`src/rtl/spc_spi_write_register.sv`:
```
// SPI-slave write register: shifts a command byte plus N_BYTES payload bytes in LSB first
// while cs_n is low, and commits the payload to `out` when cs_n rises after a well-formed WRITE frame.
module spc_spi_write_register #(
  parameter int          N_BYTES     = 2,
  parameter int          OUTPUT_BITS = 8 * N_BYTES,
  parameter logic [7:0]  CMD_WRITE   = 8'h91
) (
  input  logic                   sclk,
  input  logic                   rst_n,
  input  logic                   mosi,
  input  logic                   cs_n,
  output logic [OUTPUT_BITS-1:0] out,
  output logic                   data_ready
);

  localparam int FRAME_BITS = 8 * (N_BYTES + 1);
  localparam int CNT_W      = $clog2(FRAME_BITS + 2);

  localparam logic [CNT_W-1:0] FULL_CNT = CNT_W'(FRAME_BITS);
  localparam logic [CNT_W-1:0] OVER_CNT = CNT_W'(FRAME_BITS + 1);
  localparam logic [CNT_W-1:0] CNT_ONE  = CNT_W'(1);

  // The frame phase is fully implied by cs_n and the bit counter.
  typedef enum logic [1:0] {
    ST_IDLE,
    ST_SHIFT,
    ST_FULL,
    ST_OVER
  } state_t;

  state_t                 state;
  logic [FRAME_BITS-1:0]  sr_reg, sr_next;
  logic [CNT_W-1:0]       cnt_reg, cnt_next;
  logic [OUTPUT_BITS-1:0] out_reg, out_next;
  logic                   data_ready_reg, data_ready_next;
  logic [7:0]             cmd;
  logic [OUTPUT_BITS-1:0] payload;

  assign cmd = sr_reg[7:0];

  // Payload byte k lands in out[8k+7:8k]; LSB-first shifting already places bit i at 8k+i.
  generate
    for (genvar gi = 0; gi < N_BYTES; gi++) begin : g_payload
      assign payload[8*gi +: 8] = sr_reg[8*(gi+1) +: 8];
    end
  endgenerate

  always_comb begin
    state = ST_IDLE;
    if (!cs_n) begin
      if (cnt_reg < FULL_CNT)
        state = ST_SHIFT;
      else if (cnt_reg == FULL_CNT)
        state = ST_FULL;
      else
        state = ST_OVER;
    end
  end

  always_ff @(posedge sclk or negedge rst_n) begin
    if (!rst_n) begin
      sr_reg         <= '0;
      cnt_reg        <= '0;
      out_reg        <= '0;
      data_ready_reg <= 1'b0;
    end else begin
      sr_reg         <= sr_next;
      cnt_reg        <= cnt_next;
      out_reg        <= out_next;
      data_ready_reg <= data_ready_next;
    end
  end

  always_comb begin
    sr_next         = sr_reg;
    cnt_next        = cnt_reg;
    out_next        = out_reg;
    data_ready_next = 1'b0;
    case (state)
      ST_IDLE: begin
        // Only an exactly full frame carrying the WRITE command commits.
        cnt_next = '0;
        if (cnt_reg == FULL_CNT && cmd == CMD_WRITE) begin
          out_next        = payload;
          data_ready_next = 1'b1;
        end
      end
      ST_SHIFT, ST_FULL: begin
        sr_next  = {mosi, sr_reg[FRAME_BITS-1:1]};
        cnt_next = cnt_reg + CNT_ONE;
      end
      ST_OVER: begin
        // Saturate so an over-long frame can never wrap back to FULL.
        sr_next  = {mosi, sr_reg[FRAME_BITS-1:1]};
        cnt_next = OVER_CNT;
      end
      default: begin
        cnt_next = '0;
      end
    endcase
  end

  assign out        = out_reg;
  assign data_ready = data_ready_reg;

endmodule

```
`config.mk`:
```
export PLATFORM = sky130hd
export DESIGN_NAME = spc_spi_write_register
export DESIGN_NICKNAME = d
export VERILOG_FILES = /design/src/rtl/spc_spi_write_register.sv
export SDC_FILE = /design/constraint.sdc
export NUM_CORES = 1
export LEC_CHECK = 0
export BUFFER_PORTS_ARGS = -buffer_cell sky130_fd_sc_hd__buf_2
export CORE_MARGIN = 1
export CORE_UTILIZATION = 50
export DETAILED_ROUTE_END_ITERATION = 10
export PLACE_DENSITY = 0.71
export SETUP_SLACK_MARGIN = 0.15
export SYNTH_ARGS = -nofsm -noshare
export SYNTH_HDL_FRONTEND = slang
export SYNTH_SLANG_ARGS = --single-unit
export TNS_END_PERCENT = 20
```
`constraint.sdc`:
```
create_clock -name sclk -period 3.55 [get_ports sclk]
set_input_delay 0.1775 -clock sclk [delete_from_list [all_inputs] [get_ports sclk]]
set_output_delay 0.1775 -clock sclk [all_outputs]
set_load 0.01 [all_outputs]
```
# ---- Word level (Yosys, flattened, before mapping)
# Index checks and enable logic that the tools add are counted.
dict set report op_classes {
  addsub 1
  magnitude_cmp 1
  n_eq_ne 5
  muxes 6
  reduce_logical 5
}
# operator count
set op_table {}
lappend op_table {{$pmux W5 S3} 1}
lappend op_table {{$eq A8 B8 Y1 const B} 1}
lappend op_table {{$add A5 B1 Y5 const B} 1}
lappend op_table {{$eq A5 B5 Y1 const B} 1}
lappend op_table {{$lt A5 B5 Y1 const B} 1}
lappend op_table {{$eq A2 B2 Y1 const B} 2}
lappend op_table {{$mux W2} 2}
lappend op_table {{$mux W1} 3}
lappend op_table {{$reduce_or A3 Y1} 1}
lappend op_table {{$eq A2 B1 Y1 const B} 1}
lappend op_table {{$logic_not A2 Y1} 1}
lappend op_table {{$reduce_and A2 Y1} 1}
lappend op_table {{$reduce_or A2 Y1} 1}
lappend op_table {{$logic_and A1 B1 Y1} 1}
dict set report word_totals {
  regBits 46
  inputBits 4
  out_inout_bits 17
  wordCells 22
}

# ---- Longest topological paths before layout
dict set report depth {
  ltp_word 7
  ltp_mapped 9
  ltp_nobuf 8
}

# ---- Worst setup path before layout
# Ideal clock, no wire load.
dict set report synth_path {
  path_type {register to register}
  startpoint {register cnt_reg[0]}
  endpoint {register out_reg[0], in the netlist out[0]}
  setup_time_ns 0.125
  arrival_ns 2.060
  required_time_ns 3.425
  path_slack_ns 1.365
  path_stages_with_launch 10
  path_buffers 1
  path_cell_list {dfrtp_1 inv_1 ha_1 and4b_2 or2_2 ha_1 and4b_1 nand4_4 buf_6 mux2_4}
}
dict set report synth_between {
  elab_chain_len 6
  elab_cells_between_ends 8
}
# item line_no
set synth_rtl {}
lappend synth_rtl {{from (decl)} 33} ;# logic [CNT_W-1:0] cnt_reg, cnt_next;
lappend synth_rtl {{from (signal assigned)} 68} ;# cnt_reg <= cnt_next;
lappend synth_rtl {{branches (longest 5 deep; another with $lt A5 B5 Y1)} n/a}
lappend synth_rtl {{$reduce_and A2 Y1 (no source line) (*)} n/a}
lappend synth_rtl {{to (signal assigned)} 69} ;# out_reg <= out_next;
lappend synth_rtl {{to (decl)} 34} ;# logic [OUTPUT_BITS-1:0] out_reg, out_next;
# Every way passes the cells marked *.
# A chain may end at the register's enable or synchronous reset.

# ---- Final worst setup path
dict set report layout_path {
  startpoint {register cnt_reg[0]}
  endpoint {register sr_reg[0]}
}
dict set report layout_between {
  elab_chain_len 6
  elab_cells_between_ends 9
}
# item line_no
set layout_rtl {}
lappend layout_rtl {{branches (longest 2 deep; another with $lt A5 B5 Y1)} n/a}
lappend layout_rtl {{$mux W2 (*)} 51} ;# if (cnt_reg < FULL_CNT)
lappend layout_rtl {{$mux W2 (*)} 50} ;# if (!cs_n) begin
lappend layout_rtl {{$eq A2 B2 Y1 / $eq A2 B1 Y1 (equally long branches)} 79} ;# case (state)
lappend layout_rtl {{$reduce_or A3 Y1 (no source line) (*)} n/a}
lappend layout_rtl {{to (signal assigned)} 67} ;# sr_reg <= sr_next;
lappend layout_rtl {{to (decl)} 32} ;# logic [FRAME_BITS-1:0] sr_reg, sr_next;
# Marks and branches as above.

==> impl_metrics.py <==
metrics = {
    "finish": {
        "antenna-diode-count": 0,
        "fillers": 308,
        "area_of_the_multi_input_gates_sq_um": 712,
        "area.sequential_sq_mm": 0.00115,
        "area_delta_synth_final_pct": 11.9,
        "layout.cells.most_common": "sky130_fd_sc_hd__dfrtp_1",
        "layout-drive-gt1-share_pct": 50.0,
        "most-common-layout-cells": "sky130_fd_sc_hd__dfrtp_1 (46), sky130_fd_sc_hd__mux2_2 (31), sky130_fd_sc_hd__buf_2 (20)",
        "num-nets-final": 154,
        "cell_area_after_layout_sq_mm": 0.00213,
        "largest_register_ff_count": 24,
    },
    "placement": {
        "detailedPlacementHpwl_mm": 1.77,
        "gpl.final_weighted_congestion": 0.744,
        "io_buffer_count": 20,
        "placed_cell_area_sq_mm": 0.00204,
    },
    "sta": {
        "setup_viol_count_final": 0,
        "post-route-period-util_pct": 70.0,
        "rsz0062_at_grt": "no",
        "worst_hold_slack_across_all_endpoints_ns": 0.0441,
        "worst-slew-pin-transition_ns": 1.16,
        "max_slew_vio_count": 0,
        "min_period_ns": 2.48,
        "fin_skew_ns": 0.00441,
        "fin_setup_tns_ns": 0,
        "relative_max_transition_margin_pct": 22.9,
        "clock.fmax_mhz": 403,
        "fin_hold_viols": 0,
    },
    "synth": {
        "post_synth.cell_area_avg_sq_um": 15.6,
        "ys_types": 23,
        "postSynthRegisterBits": 46,
        "synthDominantCellAreaShare_pct": 60.4,
        "sequential_cell_area_fraction_in_the_yosys_report_pct": 60.4,
        "syn-num-nets": 131,
        "synthesized_instance_count": 122,
        "yosysTopAreaCell": "sky130_fd_sc_hd__dfrtp_1",
        "mappedNetlistArea_sq_mm": 0.00191,
        "synthTopCellsByArea": "sky130_fd_sc_hd__dfrtp_1 (60%), sky130_fd_sc_hd__mux2_2 (18%), sky130_fd_sc_hd__mux2_4 (7.1%), sky130_fd_sc_hd__ha_1 (3.3%), sky130_fd_sc_hd__nand4_4 (1.1%)",
        "yosysWarningCount": 0,
    },
    "grt": {
        "via_count_of_the_first_global_routing_pass": 1084,
        "grt.overflow.total": 0,
        "grt_first_pass_wirelength_mm": 4.76,
        "grt_antenna_before_repair": 0,
        "largest_net_degree_at_the_start_of_global_routing": 47,
        "grtUsageTotal_pct": 15.6,
    },
    "floorplanning": {
        "initial_utilization_pct": 52.1,
        "top_level_ports": 21,
        "design.die.area_sq_mm": 0.00406,
        "die_width_microns": 63.8,
        "num_rows": 22,
        "fp.dieH_microns": 63.8,
        "floorplan.core_area_sq_mm": 0.00366,
    },
    "critical_path": {
        "startpoint_type": "flop",
        "timing.critical_path.required_ns": 3.72,
        "critPathMaxFanout": 29,
        "worst-setup-path-type": "reg2reg",
        "setup.worst_path.end_class": "flop",
        "critical_path_arrival_ns": 2.66,
    },
    "clock_network": {
        "cts.root.buffer_cell": "sky130_fd_sc_hd__clkbuf_8",
        "insertion_delay_ns": 0.29,
        "clock-sinks": 46,
        "htreeDepth": 2,
        "total_cts_buffers": 5,
        "postCtsResizedCells": 0,
        "post_cts.repair.setup_buffers": 0,
        "worst_setup_hold_path_clk_slew_ns": 0.08,
        "postCtsHoldBufs": 0,
        "cts_tree": "yes",
        "clockBufferDepth": 2,
    },
    "power": {
        "power_density_mw_per_mm2": 560,
        "vdd_drop_max_v": 0.000321,
        "leakagePower_nw": 1.11,
    },
    "route": {
        "avgRoutedWirePerCell_microns": 13.5,
        "wirelength_mm": 2.63,
        "drt_drc_violations_left": 0,
        "detail_route.first_pass.iterations": 4,
        "drtAntennaViolNets": 0,
        "dr.first_iter.drc_count": 19,
        "post_drt_via_cell_ratio": 5.11,
        "dr_total_vias": 991,
    },
    "flow_run": {
        "drv_cap": 0,
    },
    "worst_hold_path": {
        "worstHoldPathType": "in2async",
    },
    "status": {
        "run_status": "completed",
    },
}
-- worst max-delay path, cell delays in order (launching register included) --
cell                      delay [ns]
sky130_fd_sc_hd__dfrtp_1        0.40
sky130_fd_sc_hd__inv_1          0.08
sky130_fd_sc_hd__ha_1           0.13
sky130_fd_sc_hd__and4b_2        0.26
sky130_fd_sc_hd__or2_2          0.13
sky130_fd_sc_hd__ha_1           0.92
sky130_fd_sc_hd__mux2_2         0.43
-- Yosys cell counts (all sizes together) --
cell type,instances
dfrtp,46
mux2,40
ha,5
inv,5
buf,3
or2,3
and4b,2
nand2b,2
nand3,2
nor2,2
nor3b,2
o21ai,2
xor2,2
a21oi,1
and3b,1
clkbuf,1
nand2,1
nand4,1
xnor2,1
-- layer usage --
layer | share of wire (%) | track usage, %
met4 | 1.3 | 6.82
met1 | 45 | 18.1
met5 | 0 | 0
met3 | 3.5 | 5.36
met2 | 51 | 25.9
-- area by class of cell --
class                   count  share of cell area (%)
flip-flops and latches     46                    54.0
well taps                  48                    2.82
inverters                   5                   0.880
clock buffers               7                    4.05
repair buffers             20                    4.69
clock inverters             1                   0.235
multi-input cells          67                    33.4
-- path summary, 6_finish.rpt --
path                                          endpoint  slack [ns]            startpoint  cells past startpoint
worst max-delay path             sr_reg[0]$_DFFE_PN0P_        1.07  cnt_reg[0]$_DFF_PN0_                      6
worst min-delay path              cnt_reg[3]$_DFF_PN0_        0.04                 rst_n                      1
worst max register to register   sr_reg[0]$_DFFE_PN0P_        1.07  cnt_reg[0]$_DFF_PN0_                      6
worst min register to register     out[12]$_DFFE_PN0P_        0.50   out[12]$_DFFE_PN0P_                      1
max in group asynchronous       sr_reg[11]$_DFFE_PN0P_        2.89                 rst_n                      1
min in group sclk               sr_reg[23]$_DFFE_PN0P_        0.13                  mosi                      2
-- kinds of logic (layout without fill, tap and decap cells) --
group           after synthesis  after routing  synth area share [%]
compound gates                3              3                 0.787
xor+xnor                      3              3                  1.38
fa+ha+maj                     5              5                  3.28
buf+inv                       9             33                  2.30
flops                        46             46                  60.4
mux                          40             40                  25.4
simple gates                 16             16                  6.50
-- through the flow --
| stage | power (W) | setup slack [ns] | instances | util (%) |
|---|---|---|---|---|
| after floorplan | 0.000846 | 1.37 | 122 | - |
| after global placement | 0.000888 | 1.11 | 186 | 55.8 |
| after detailed placement | 0.000899 | 1.04 | 186 | 55.8 |
| after CTS | 0.00122 | 1.03 | 194 | 58.3 |
| after global routing | 0.00128 | 0.889 | 194 | 58.3 |
| final | 0.00120 | 1.07 | 194 | 58.3 |
-- where the power goes --
part           internal, W  switching, W  total, W  leakage, nW
clock network     0.000157      0.000156  0.000312       0.0482
logic             0.000106     0.0000555  0.000161        0.466
registers         0.000641     0.0000806  0.000722        0.596
total             0.000904      0.000292   0.00120         1.11
(Power assumes the default switching activity.)
